### config.mk
export PLATFORM = sky130hd
export DESIGN_NAME = svc_uart_tx_arb
export DESIGN_NICKNAME = d
export VERILOG_FILES = /design/src/rtl/svc_uart_arb_pkg.sv /design/src/rtl/svc_rr_arb.sv /design/src/rtl/svc_uart_tx_arb.sv
export SDC_FILE = /design/constraint.sdc
export NUM_CORES = 1
export LEC_CHECK = 0
export ABC_AREA = 1
export BUFFER_PORTS_ARGS = -buffer_cell sky130_fd_sc_hd__buf_2
export CAP_MARGIN = 20
export CORE_AREA = 2 2 58 55
export CTS_BUF_LIST = sky130_fd_sc_hd__clkbuf_4
export CTS_CLUSTER_SIZE = 16
export DETAILED_ROUTE_END_ITERATION = 8
export DIE_AREA = 0 0 60 57
export GPL_TIMING_DRIVEN = 1
export MAX_ROUTING_LAYER = met4
export PLACE_DENSITY_LB_ADDON = 0.1
export SLEW_MARGIN = 20
export SYNTH_ARGS = -nofsm -noshare
export SYNTH_HDL_FRONTEND = slang
export SYNTH_HIERARCHICAL = 1
export SYNTH_SLANG_ARGS = --single-unit
export TNS_END_PERCENT = 5
### constraint.sdc
create_clock -name clk -period 1.85 [get_ports clk]
set_clock_uncertainty 0.1 [all_clocks]
set_input_delay 0.37 -clock clk [delete_from_list [all_inputs] [get_ports clk]]
set_output_delay 0.37 -clock clk [all_outputs]
set_load 0.03 [all_outputs]
### src/rtl/svc_uart_arb_pkg.sv
// Shared types and constants for the UART TX arbiter and its round-robin picker.
package svc_uart_arb_pkg;

  typedef enum logic {
    IDLE   = 1'b0,
    LOCKED = 1'b1
  } arb_state_e;

  localparam logic [7:0] UART_EOL = 8'h0A;

  // Index width that stays legal for degenerate single-entry vectors.
  function automatic int idx_w(input int n);
    return (n > 1) ? $clog2(n) : 1;
  endfunction

endpackage

### src/rtl/svc_rr_arb.sv
// Combinational round-robin picker: first asserted request after 'last', wrapping.
module svc_rr_arb
  import svc_uart_arb_pkg::*;
#(
  parameter  int N  = 2,
  localparam int IW = idx_w(N)
) (
  input  logic [N-1:0]  req,
  input  logic [IW-1:0] last,
  output logic          any,
  output logic [IW-1:0] idx
);

  localparam logic [N-1:0] ONE = {{(N-1){1'b0}}, 1'b1};

  logic [N-1:0]          above_last;
  logic [N-1:0]          hi_req;
  logic [N-1:0]          pick_vec;
  logic [N-1:0]          pick_oh;
  logic [IW-1:0][N-1:0]  idx_cols;

  // Requests strictly above 'last' take precedence; otherwise wrap to the bottom.
  for (genvar gi = 0; gi < N; gi++) begin : g_mask
    assign above_last[gi] = (IW'(gi) > last);
  end

  assign hi_req   = req & above_last;
  assign pick_vec = (|hi_req) ? hi_req : req;
  assign pick_oh  = pick_vec & (~pick_vec + ONE);
  assign any      = |req;

  for (genvar gb = 0; gb < IW; gb++) begin : g_enc_bit
    for (genvar gi = 0; gi < N; gi++) begin : g_enc_pos
      assign idx_cols[gb][gi] = pick_oh[gi] & (((gi >> gb) & 1) == 1);
    end
    assign idx[gb] = |idx_cols[gb];
  end

endmodule

### src/rtl/svc_uart_tx_arb.sv
// Line-atomic round-robin arbiter sharing one UART TX byte stream between N_REQ sources.
module svc_uart_tx_arb
  import svc_uart_arb_pkg::*;
#(
  parameter  int         N_REQ     = 2,
  parameter  int         MAX_BURST = 128,
  parameter  int         IDLE_TO   = 1024,
  parameter  logic [7:0] EOL_BYTE  = UART_EOL,
  localparam int         IW        = idx_w(N_REQ)
) (
  input  logic                  clk,
  input  logic                  rst,
  input  logic [N_REQ-1:0]      s_valid,
  input  logic [N_REQ-1:0][7:0] s_data,
  output logic [N_REQ-1:0]      s_ready,
  output logic                  m_valid,
  output logic [7:0]            m_data,
  input  logic                  m_ready,
  output logic                  grant_valid,
  output logic [IW-1:0]         grant_idx
);

  localparam int BW = $clog2(MAX_BURST + 1);
  localparam int TW = $clog2(IDLE_TO + 1);

  arb_state_e    state_q, state_d;
  logic [IW-1:0] grant_q, grant_d;
  logic [IW-1:0] last_q, last_d;
  logic [BW-1:0] burst_cnt_q, burst_cnt_d;
  logic [TW-1:0] idle_cnt_q, idle_cnt_d;

  logic                  arb_any;
  logic [IW-1:0]         arb_idx;
  logic                  locked;
  logic [N_REQ-1:0]      grant_oh;
  logic [N_REQ:0][7:0]   data_chain;
  logic                  xfer;
  logic [BW-1:0]         burst_inc;
  logic                  rel_now;

  svc_rr_arb #(.N(N_REQ)) u_rr (
    .req  (s_valid),
    .last (last_q),
    .any  (arb_any),
    .idx  (arb_idx)
  );

  assign locked = (state_q == LOCKED);

  // The data path is an AND-OR mux keyed by the registered grant, so it is all zero in IDLE.
  assign data_chain[0] = 8'h00;
  for (genvar gi = 0; gi < N_REQ; gi++) begin : g_route
    assign grant_oh[gi]       = locked && (grant_q == IW'(gi));
    assign data_chain[gi + 1] = data_chain[gi] | (s_data[gi] & {8{grant_oh[gi]}});
  end

  assign m_valid     = |(grant_oh & s_valid);
  assign m_data      = data_chain[N_REQ];
  assign s_ready     = grant_oh & {N_REQ{m_ready}};
  assign grant_valid = locked;
  assign grant_idx   = grant_q;

  assign xfer      = m_valid && m_ready;
  assign burst_inc = burst_cnt_q + BW'(1);

  always_comb begin
    state_d     = state_q;
    grant_d     = grant_q;
    last_d      = last_q;
    burst_cnt_d = burst_cnt_q;
    idle_cnt_d  = idle_cnt_q;
    rel_now     = 1'b0;
    unique case (state_q)
      IDLE: begin
        if (arb_any) begin
          grant_d = arb_idx;
          state_d = LOCKED;
        end
      end
      LOCKED: begin
        if (xfer) begin
          burst_cnt_d = burst_inc;
          idle_cnt_d  = '0;
          rel_now     = (m_data == EOL_BYTE) || (burst_inc == BW'(MAX_BURST));
        end else if (idle_cnt_q == TW'(IDLE_TO - 1)) begin
          rel_now = 1'b1;
        end else if (idle_cnt_q != TW'(IDLE_TO)) begin
          idle_cnt_d = idle_cnt_q + TW'(1);
        end
        if (rel_now) begin
          state_d     = IDLE;
          last_d      = grant_q;
          burst_cnt_d = '0;
          idle_cnt_d  = '0;
        end
      end
      default: state_d = IDLE;
    endcase
  end

  always_ff @(posedge clk) begin
    if (rst) begin
      state_q     <= IDLE;
      grant_q     <= '0;
      last_q      <= IW'(N_REQ - 1);
      burst_cnt_q <= '0;
      idle_cnt_q  <= '0;
    end else begin
      state_q     <= state_d;
      grant_q     <= grant_d;
      last_q      <= last_d;
      burst_cnt_q <= burst_cnt_d;
      idle_cnt_q  <= idle_cnt_d;
    end
  end

endmodule

## Word-level counts from Yosys, hierarchy flattened

Index checks and enable logic that the tools add are counted.

| storage, ports and cells | value |
|---|---|
| memory bits (read-only) | 0 |
| word-level logic and storage cells | 51 |
| RAM bits | 0 |
| input bits | 21 |
| bits in latches | 0 |
| memories kept | 0 |
| register bits | 22 |
| output and inout port bits | 13 |

| operators by class | value |
|---|---|
| bitwise operators | 10 |
| reduce and logical (&&, ||, !) cells | 13 |
| eq/ne operators | 5 |
| shift-type cells | 0 |
| $add $sub $neg | 3 |
| divide/modulo/power cells | 0 |
| multiplexer cells | 13 |
| multiply operators | 0 |
| order comparisons | 2 |

Operators with widths:

| operator | count |
|---|---|
| $mux 11 | 4 |
| $and 8x8->8 | 2 |
| $mux 8 | 2 |
| $add 11x1->11 const B | 1 |
| $eq 11x10->1 const B | 1 |
| $ne 11x11->1 const B | 1 |
| $add 8x1->8 const B | 1 |
| $and 2x2->2 | 4 |
| $eq 8x4->1 const B | 1 |
| $eq 8x8->1 const B | 1 |
| $or 8x8->8 | 1 |
| $reduce_and 2->1 | 3 |
| $reduce_or 2->1 | 3 |
| $mux 1 | 5 |
| $logic_and 1x1->1 | 3 |
| $ne 3x2->1 const B | 1 |
| $reduce_and 3->1 | 1 |
| $reduce_bool 3->1 | 1 |
| $add 2x1->2 const B | 1 |
| $gt 1x1->1 const A | 2 |
| $mux 2 | 1 |
| $not 1->1 | 2 |
| $not 2->2 | 1 |
| $pmux 1 s2 | 1 |
| other kinds (2) | 2 |

## Logic depth before layout (Yosys ltp)

Gate-level depths: netlist of the first run.

| logic depth | value |
|---|---|
| word-level depth | 10 |
| mapped depth | 13 |
| mapped depth without buffers | 13 |

## Cells and area by module

The synthesis of the first run kept the hierarchy.

By module, submodules not included:

| module | area each (sq um) | seq. area each (sq um) | cells an instance | instances |
|---|---|---|---|---|
| svc_uart_tx_arb | 1470.2 | 440.4 | 230 | 1 |
| svc_rr_arb | 15.0 | 0.0 | 3 | 1 |

## Worst setup path before layout of the first run

No wires, ideal clock.

| timing path | value |
|---|---|
| path type | register -> register |
| start point | reg state_q, in the netlist grant_valid |
| end point | reg burst_cnt_q[2] |
| path slack | -0.144 ns |
| cell stages (with the launch flop) | 13 |
| data required time | 1.637 ns |
| setup time | 0.113 ns |
| path buffers | 1 |
| period minus slack after synthesis | 1.994 ns |
| data arrival time | 1.781 ns |
| cell sequence | dfxtp_1 > buf_4 > nand3_1 > nand2_1 > nand2_1 > inv_1 > nand2_1 > nor2_1 > nor2_4 > nand2_2 > nand2_1 > nand3b_1 > nand2_1 |

| on the way | value |
|---|---|
| longest elaborated chain between the ends | 9 |
| elaborated cells on any way between the ends | 15 |
| those cells by class | 1 x eq/ne; 3 x mux; 4 x bitwise; 7 x reduce/logical |

RTL lines:

| what | RTL line | source |
|---|---|---|
| start, declared | svc_uart_tx_arb.sv:26 | `arb_state_e state_q, state_d;` |
| start signal, assigned | svc_uart_tx_arb.sv:109 | `state_q <= state_d;` |
| $logic_and 1x1->1 | svc_uart_tx_arb.sv:53 | `assign grant_oh[gi] = locked && (grant_q == IW'(gi));` |
| $and 8x8->8 | svc_uart_tx_arb.sv:54 | `assign data_chain[gi + 1] = data_chain[gi] \| (s_data[gi] & {8{grant_oh[gi]}});` |
| $or 8x8->8 (*) | svc_uart_tx_arb.sv:54 |  |
| via m_data[1] | svc_uart_tx_arb.sv:17 | `output logic [7:0] m_data,` |
| $eq 8x4->1 (*) | svc_uart_tx_arb.sv:84 | `rel_now = (m_data == EOL_BYTE) \|\| (burst_inc == BW'(MAX_BURST));` |
| $logic_or 1x1->1 (*) | svc_uart_tx_arb.sv:84 |  |
| $mux 1 (*) | svc_uart_tx_arb.sv:81 | `if (xfer) begin` |
| $mux 1 (*) | svc_uart_tx_arb.sv:73 | `unique case (state_q)` |
| $reduce_bool 2->1 (no line) | n/a |  |
| $reduce_and 2->1 (no line) | n/a |  |
| end signal, assigned | svc_uart_tx_arb.sv:112 | `burst_cnt_q <= burst_cnt_d;` |
| end, declared | svc_uart_tx_arb.sv:29 | `logic [BW-1:0] burst_cnt_q, burst_cnt_d;` |

The timed path passes the listed nets; every way through them passes the cells marked *. The select of a mux whose other input is x is not followed.
A chain may end at the register's enable or synchronous reset.

## Final worst setup path of the first run

| timing path | value |
|---|---|
| start point | reg grant_q, in the netlist grant_idx |
| end point | out m_valid |

| on the way | value |
|---|---|
| longest elaborated chain between the ends | 4 |
| elaborated cells on any way between the ends | 5 |
| those cells by class | 2 x bitwise; 3 x reduce/logical |

RTL lines:

| what | RTL line | source |
|---|---|---|
| start, declared | svc_uart_tx_arb.sv:27 | `logic [IW-1:0] grant_q, grant_d;` |
| start signal, assigned | svc_uart_tx_arb.sv:110 | `grant_q <= grant_d;` |
| $not 1->1 | svc_uart_tx_arb.sv:53 |  |
| $logic_and 1x1->1 | svc_uart_tx_arb.sv:53 |  |
| $and 2x2->2 (*) | svc_uart_tx_arb.sv:57 | `assign m_valid = \|(grant_oh & s_valid);` |
| $reduce_or 2->1 (*) | svc_uart_tx_arb.sv:57 |  |
| end, declared | svc_uart_tx_arb.sv:16 | `output logic m_valid,` |

Mark *: on every way between the ends. The rest lies on a longest branch, timed or not.

==> results of run 1 <==
[stage by stage]
stage                     setup TNS (ps)  cells  total power [W]
after floorplan                        0    233         0.000732
after global placement                 0    313         0.000817
after detailed placement               0    313         0.000817
after CTS                              0    316          0.00103
after global routing              -0.191    318          0.00111
final                                  0    318          0.00105
[power groups by stage]
stage	Sequential [W]	Combinational, W	Clock, W
after floorplan	0.000534	0.000198	0
after global placement	0.000535	0.000282	0
after detailed placement	0.000536	0.000281	0
after CTS	0.000525	0.000283	0.000224
after global routing	0.000532	0.000331	0.000247
final	0.000528	0.000301	0.000219
[Yosys cell counts (all sizes together)]
cell type  number
nand2          61
nand3          36
inv            35
dfxtp          22
nor2           21
o21ai          19
a21oi          15
nand4           8
buf             4
ha              4
nor3            2
or2             2
nand3b          1
nor3b           1
o22ai           1
xnor2           1
[logic make-up (layout without fill, tap and decap cells)]
family | count (synthesis) | after routing | share of synthesized area (%)
xor gates and xnor gates | 1 | 1 | 0.590
adders and majority gates | 4 | 4 | 3.37
AOI/OAI and AO/OA | 35 | 35 | 13.3
and+or+nand+nor | 132 | 133 | 42.0
buffers and inverters | 39 | 81 | 11.1
DFF | 22 | 22 | 29.7
[routing by layer]
| metal | wire [um] | up-vias | global-route usage (%) |
|---|---|---|---|
| li1 | - | 851 | - |
| met1 | 1660 | 693 | 26.8 |
| met2 | 1580 | 31 | 32.9 |
| met3 | 125 | 4 | 2.95 |
| met4 | 59 | 0 | 7.62 |
| met5 | 0 | - | - |
[what timing repair did]
action | in CTS | in global routing
setup buffers | 0 | 1
gates cloned | 0 | 1
gates resized for setup | 1 | 17
pin swaps | 0 | 3
endpoints found under the setup margin | 1 | 18
[final timing paths]
kind                                       end  slack (ps)  cells after the start
worst min register to register          last_q         390                      2
worst max-delay path                   m_valid         110                      4
worst max register to register  burst_cnt_q[7]         130                     12
worst min-delay path            burst_cnt_q[1]         240                      2
[area by class of cell]
type,count,share of cell area (%)
multi-input combinational,173,51.2
sequential,22,24.4
timing repair buffer,43,13.2
inverter,35,7.15
tap,42,2.86
clock buffer,3,1.23
[flip-flops by register name, summed over array words and instances (netlist names)]
signal       flops
last_q           1
idle_cnt_q      11
grant_valid      1
burst_cnt_q      8
grant_idx        1
==> run metrics, run 1 <==
Die Width=60 um; drt pass-1 iters=4; Max Fclk=0.573 GHz; layout net count=303; initial antenna violation count=0; core footprint=0.00288 mm^2; VDD IR max=500 uV; Root Buffer Master=clkbuf_4; Crit path arrival time=1270 ps; first-pass GRT wire length=5.33 mm; Critical Path Source=grant_idx; Synth cell types=25; Total GRT Usage=20.8%; GRT overflow=0; fin. max-slew vios=0; Final Cycle Share=94.3%; r2r startpoint=idle_cnt_q[0]; hold_sp=rst; layout cell share with drive strength beyond 1=25.7%; leading area contributor after synthesis=dfxtp_1; footprint of the multi-input gates=940 um^2; Placement Setup Slack=51.9 ps; Slew @ Worst Pin=263 ps; H-tree depth=1; IO Port Bufs=33; Residual DRC=0; kind of critical path=register to output port; top cells by area, synth=dfxtp_1 (30%), nand2_1 (14%), nand3_1 (12%), inv_1 (8.6%), o21ai_0 (5.7%); CP delay by family, top=flip-flops; Reg clk slew, reported paths=120 ps; Final Util=63.9%; largest net degree at the start of global routing=21; Vias/cell=4.97; CTS Buf Count=3; Initial Utilization=51.6%; slowest CP cell=dfxtp_2; post-synthesis cell count=233; cells along the critical path=inv_2, nand2_1, o22ai_4, buf_4; FF+latch count, synth=22; dpl hpwl=2.55 mm; total wire length=3.42 mm; register area=448 um^2; syn avg cell area=6.37 um^2; sequential power share=50.4%; Combinational Power Share=28.7%; min Tclk post-route=1740 ps; leakage=0.889 nW; setup violators final=0; synth-to-layout area growth=23.7%; wire length per cell=10.7 um; IO Count=34; Slew HR=82.5%; PwrDens=571 mW/mm^2; Synth top area share=29.7%; MaxCap Viol Count=0; commonest non-fill, non-tap cell in the layout=nand2_1; Die Y=57 um; Worst setup EP type=output port; Cell Int Power=0.000685 W; Initial DRC Count=84; final hold vios=0; Net Count, Synth=258; CTS Sinks=22; Synth Warn #=6; cts hold-fix bufs=0; hold slack=243 ps; crit path launch type=register; routability cong.=0.844; n_diodes=0; slowest stage delay, CP=360 ps; Bufs and invs on worst path=2; switch share=34.6%; Clk pwr share=20.8%; HP Class=input port to register; Seq/Total Area, Yosys=29.7%; switching pwr=0.000363 W; placed inst area=0.00174 mm^2; via count=1579; Synth Cell Area=0.00149 mm^2; most frequent cells in the layout=nand2_1 (54), nand3_1 (36), inv_1 (32), buf_2 (32), dfxtp_1 (18); final setup margin=106 ps; die area=0.00342 mm^2; TritonCTS clock tree=built; status=finished, final reports clean; Rows=19; CP Max Fanout=10; vias in the first global route=1308; CP required=1380 ps; remaining antenna violation count=0; Final Cell Area=0.00184 mm^2; worst-skew pair later-pin latency=310 ps; Fillers=273; RSZ-0062 raised after global routing=yes; maximum root-to-sink buffer count=2
Note: power is estimated with default switching activity, not from simulation.
==> run 2, diff against run 1 <==
BUFFER_PORTS_ARGS = default   (was -buffer_cell sky130_fd_sc_hd__buf_2)
CORE_AREA = 2 2 68 44   (was 2 2 58 55)
DIE_AREA = 0 0 70 46   (was 0 0 60 57)
DONT_BUFFER_PORTS = 1   (was default)
==> run metrics, run 2 (same netlist as run 1, synthesis figures left out) <==
setup violators final=0 (unchanged); n_diodes=0 (unchanged); VDD IR max=440 uV (-12%); Initial DRC Count=118 (+40%); Fillers=218 (-20%); CP Max Fanout=6 (-4); CTS Buf Count=3 (unchanged); Max Fclk=0.561 GHz (-2.2%); H-tree depth=1 (unchanged); CP required=1960 ps (+580 ps); Initial Utilization=55.7% (+4.1 points); slowest CP cell=dfxtp_1; IO Port Bufs=0 (-100%); fin. max-slew vios=0 (unchanged); drt pass-1 iters=7 (+3); register area=450 um^2 (+0.56%); IO Count=34 (unchanged); vias in the first global route=1319 (+0.84%); Slew @ Worst Pin=301 ps (+38.5 ps); Reg clk slew, reported paths=130 ps (about the same); Final Util=68.5% (+4.6 points); dpl hpwl=2.70 mm (+5.9%); status=finished, final reports clean; Final Cycle Share=96.3% (+2.1 points); wire length per cell=12.6 um (+17%); Vias/cell=5.55 (+12%); PwrDens=664 mW/mm^2 (+16%); commonest non-fill, non-tap cell in the layout=nand2_1; GRT overflow=0 (unchanged); CP most frequent cell=nand3_1; Root Buffer Master=clkbuf_4; CP delay by family, top=simple AND/OR/NAND/NOR gates; placed cell count=287 (-8.3%); initial antenna violation count=0 (unchanged); Rows=15 (-4); Die Y=46 um (-19%); leakage=0.841 nW (-5.4%); Top Metal Used=met4; die area=0.00322 mm^2 (-5.8%); TritonCTS clock tree=built; cells along the critical path=ha_1, nand3_1, inv_1, nand3_1, nand2_1, nor2_1, nand3_1, buf_4, nand4_1, o21ai_0; min Tclk post-route=1780 ps (+38.6 ps); routability cong.=0.899 (+6.5%); slowest stage delay, CP=340 ps (-20 ps); met2 WL=1.63 mm (+3.4%); layout cell share with drive strength beyond 1=21.2% (-4.6 points); footprint of the multi-input gates=948 um^2 (+0.93%); kind of critical path=register to register; crit path launch type=register; largest net degree at the start of global routing=21 (unchanged); most frequent cells in the layout=nand2_1 (53), nand3_1 (35), inv_1 (32), buf_4 (25), dfxtp_1 (18); Critical Path Source=burst_cnt_q[0]; via count=1632 (+3.4%); CTS Sinks=22 (unchanged); core footprint=0.00267 mm^2 (-7.4%); Final Cell Area=0.00183 mm^2 (-0.61%); Bufs and invs on worst path=2 (unchanged); worst-skew pair later-pin latency=320 ps (about the same); HP Class=input port to register; maximum root-to-sink buffer count=2 (unchanged); Slew HR=79.9% (-2.6 points); met1 WL=1.71 mm (+3.2%); total wire length=3.70 mm (+8.1%); met3 WL=310 um (+150%); Worst setup EP type=register; r2r startpoint=burst_cnt_q[0]; Overall Power=0.00121 W (+16%); first-pass GRT wire length=5.73 mm (+7.6%); remaining antenna violation count=0 (unchanged); Residual DRC=0 (unchanged); top flop regs=idle_cnt_q x11, burst_cnt_q x8; Die Width=70 um (+17%); flip-flop count of the largest register after layout=11 (unchanged); hold_sp=rst; RSZ-0062 raised after global routing=yes; placed inst area=0.00168 mm^2 (-3.6%); Biggest register=idle_cnt_q; synth-to-layout area growth=22.9%; final hold vios=0 (unchanged); layout net count=286 (-5.6%); Crit path arrival time=1890 ps (+620 ps); MaxCap Viol Count=0 (unchanged); Total GRT Usage=23.0% (+2.2 points); Post-Layout Cell Count=294 (-7.5%)
## run 2: per-layer routing
layer / track usage, % / up-vias
met3: 4.87 / 12
met2: 38.3 / 92
met4: 1.92 / 0
li1: - / 819
met1: 30.5 / 709
met5: - / -
## run 2: stage by stage
step	hold WS [ps]	worst slack, ps	setup TNS [ps]
floorplan	329	1.36	0
global placement	335	54.5	0
detailed placement	335	27.2	0
CTS	2.71	15.5	0
global route	1.78	-77.3	-607
finish	12.5	67.7	0
## run 2: final timing paths
path,cells past startpoint,endpoint,slack (ps)
setup / recovery,10,burst_cnt_q[3],70
hold / removal,1,burst_cnt_q[1],10
setup reg to reg,10,burst_cnt_q[3],70
hold reg to reg,2,idle_cnt_q[6],400
## run 2: report_power, final
group          leakage (nW)  total, W  switching [W]  internal, W
clock network        0.0279  0.000383       0.000164     0.000219
registers             0.181  0.000532      0.0000344     0.000497
logic                 0.632  0.000298       0.000187     0.000111
total                 0.841   0.00121       0.000385     0.000827
## run 2: final cells by class
cell class	count	area share (%)
multi-input cells	173	52.0
flip-flops and latches	22	24.7
clock buffers	3	1.23
well taps	34	2.33
repair buffers	26	10.8
inverters	35	7.33
clock inverters	1	1.64
## run 2: repair_timing
action,CTS,global route
resized for setup,3,17
hold buffers,1,0
pin swaps,0,5
gates cloned,0,1
setup buffers,0,1
hold endpoints to repair,2,0
setup endpoints to repair,3,20
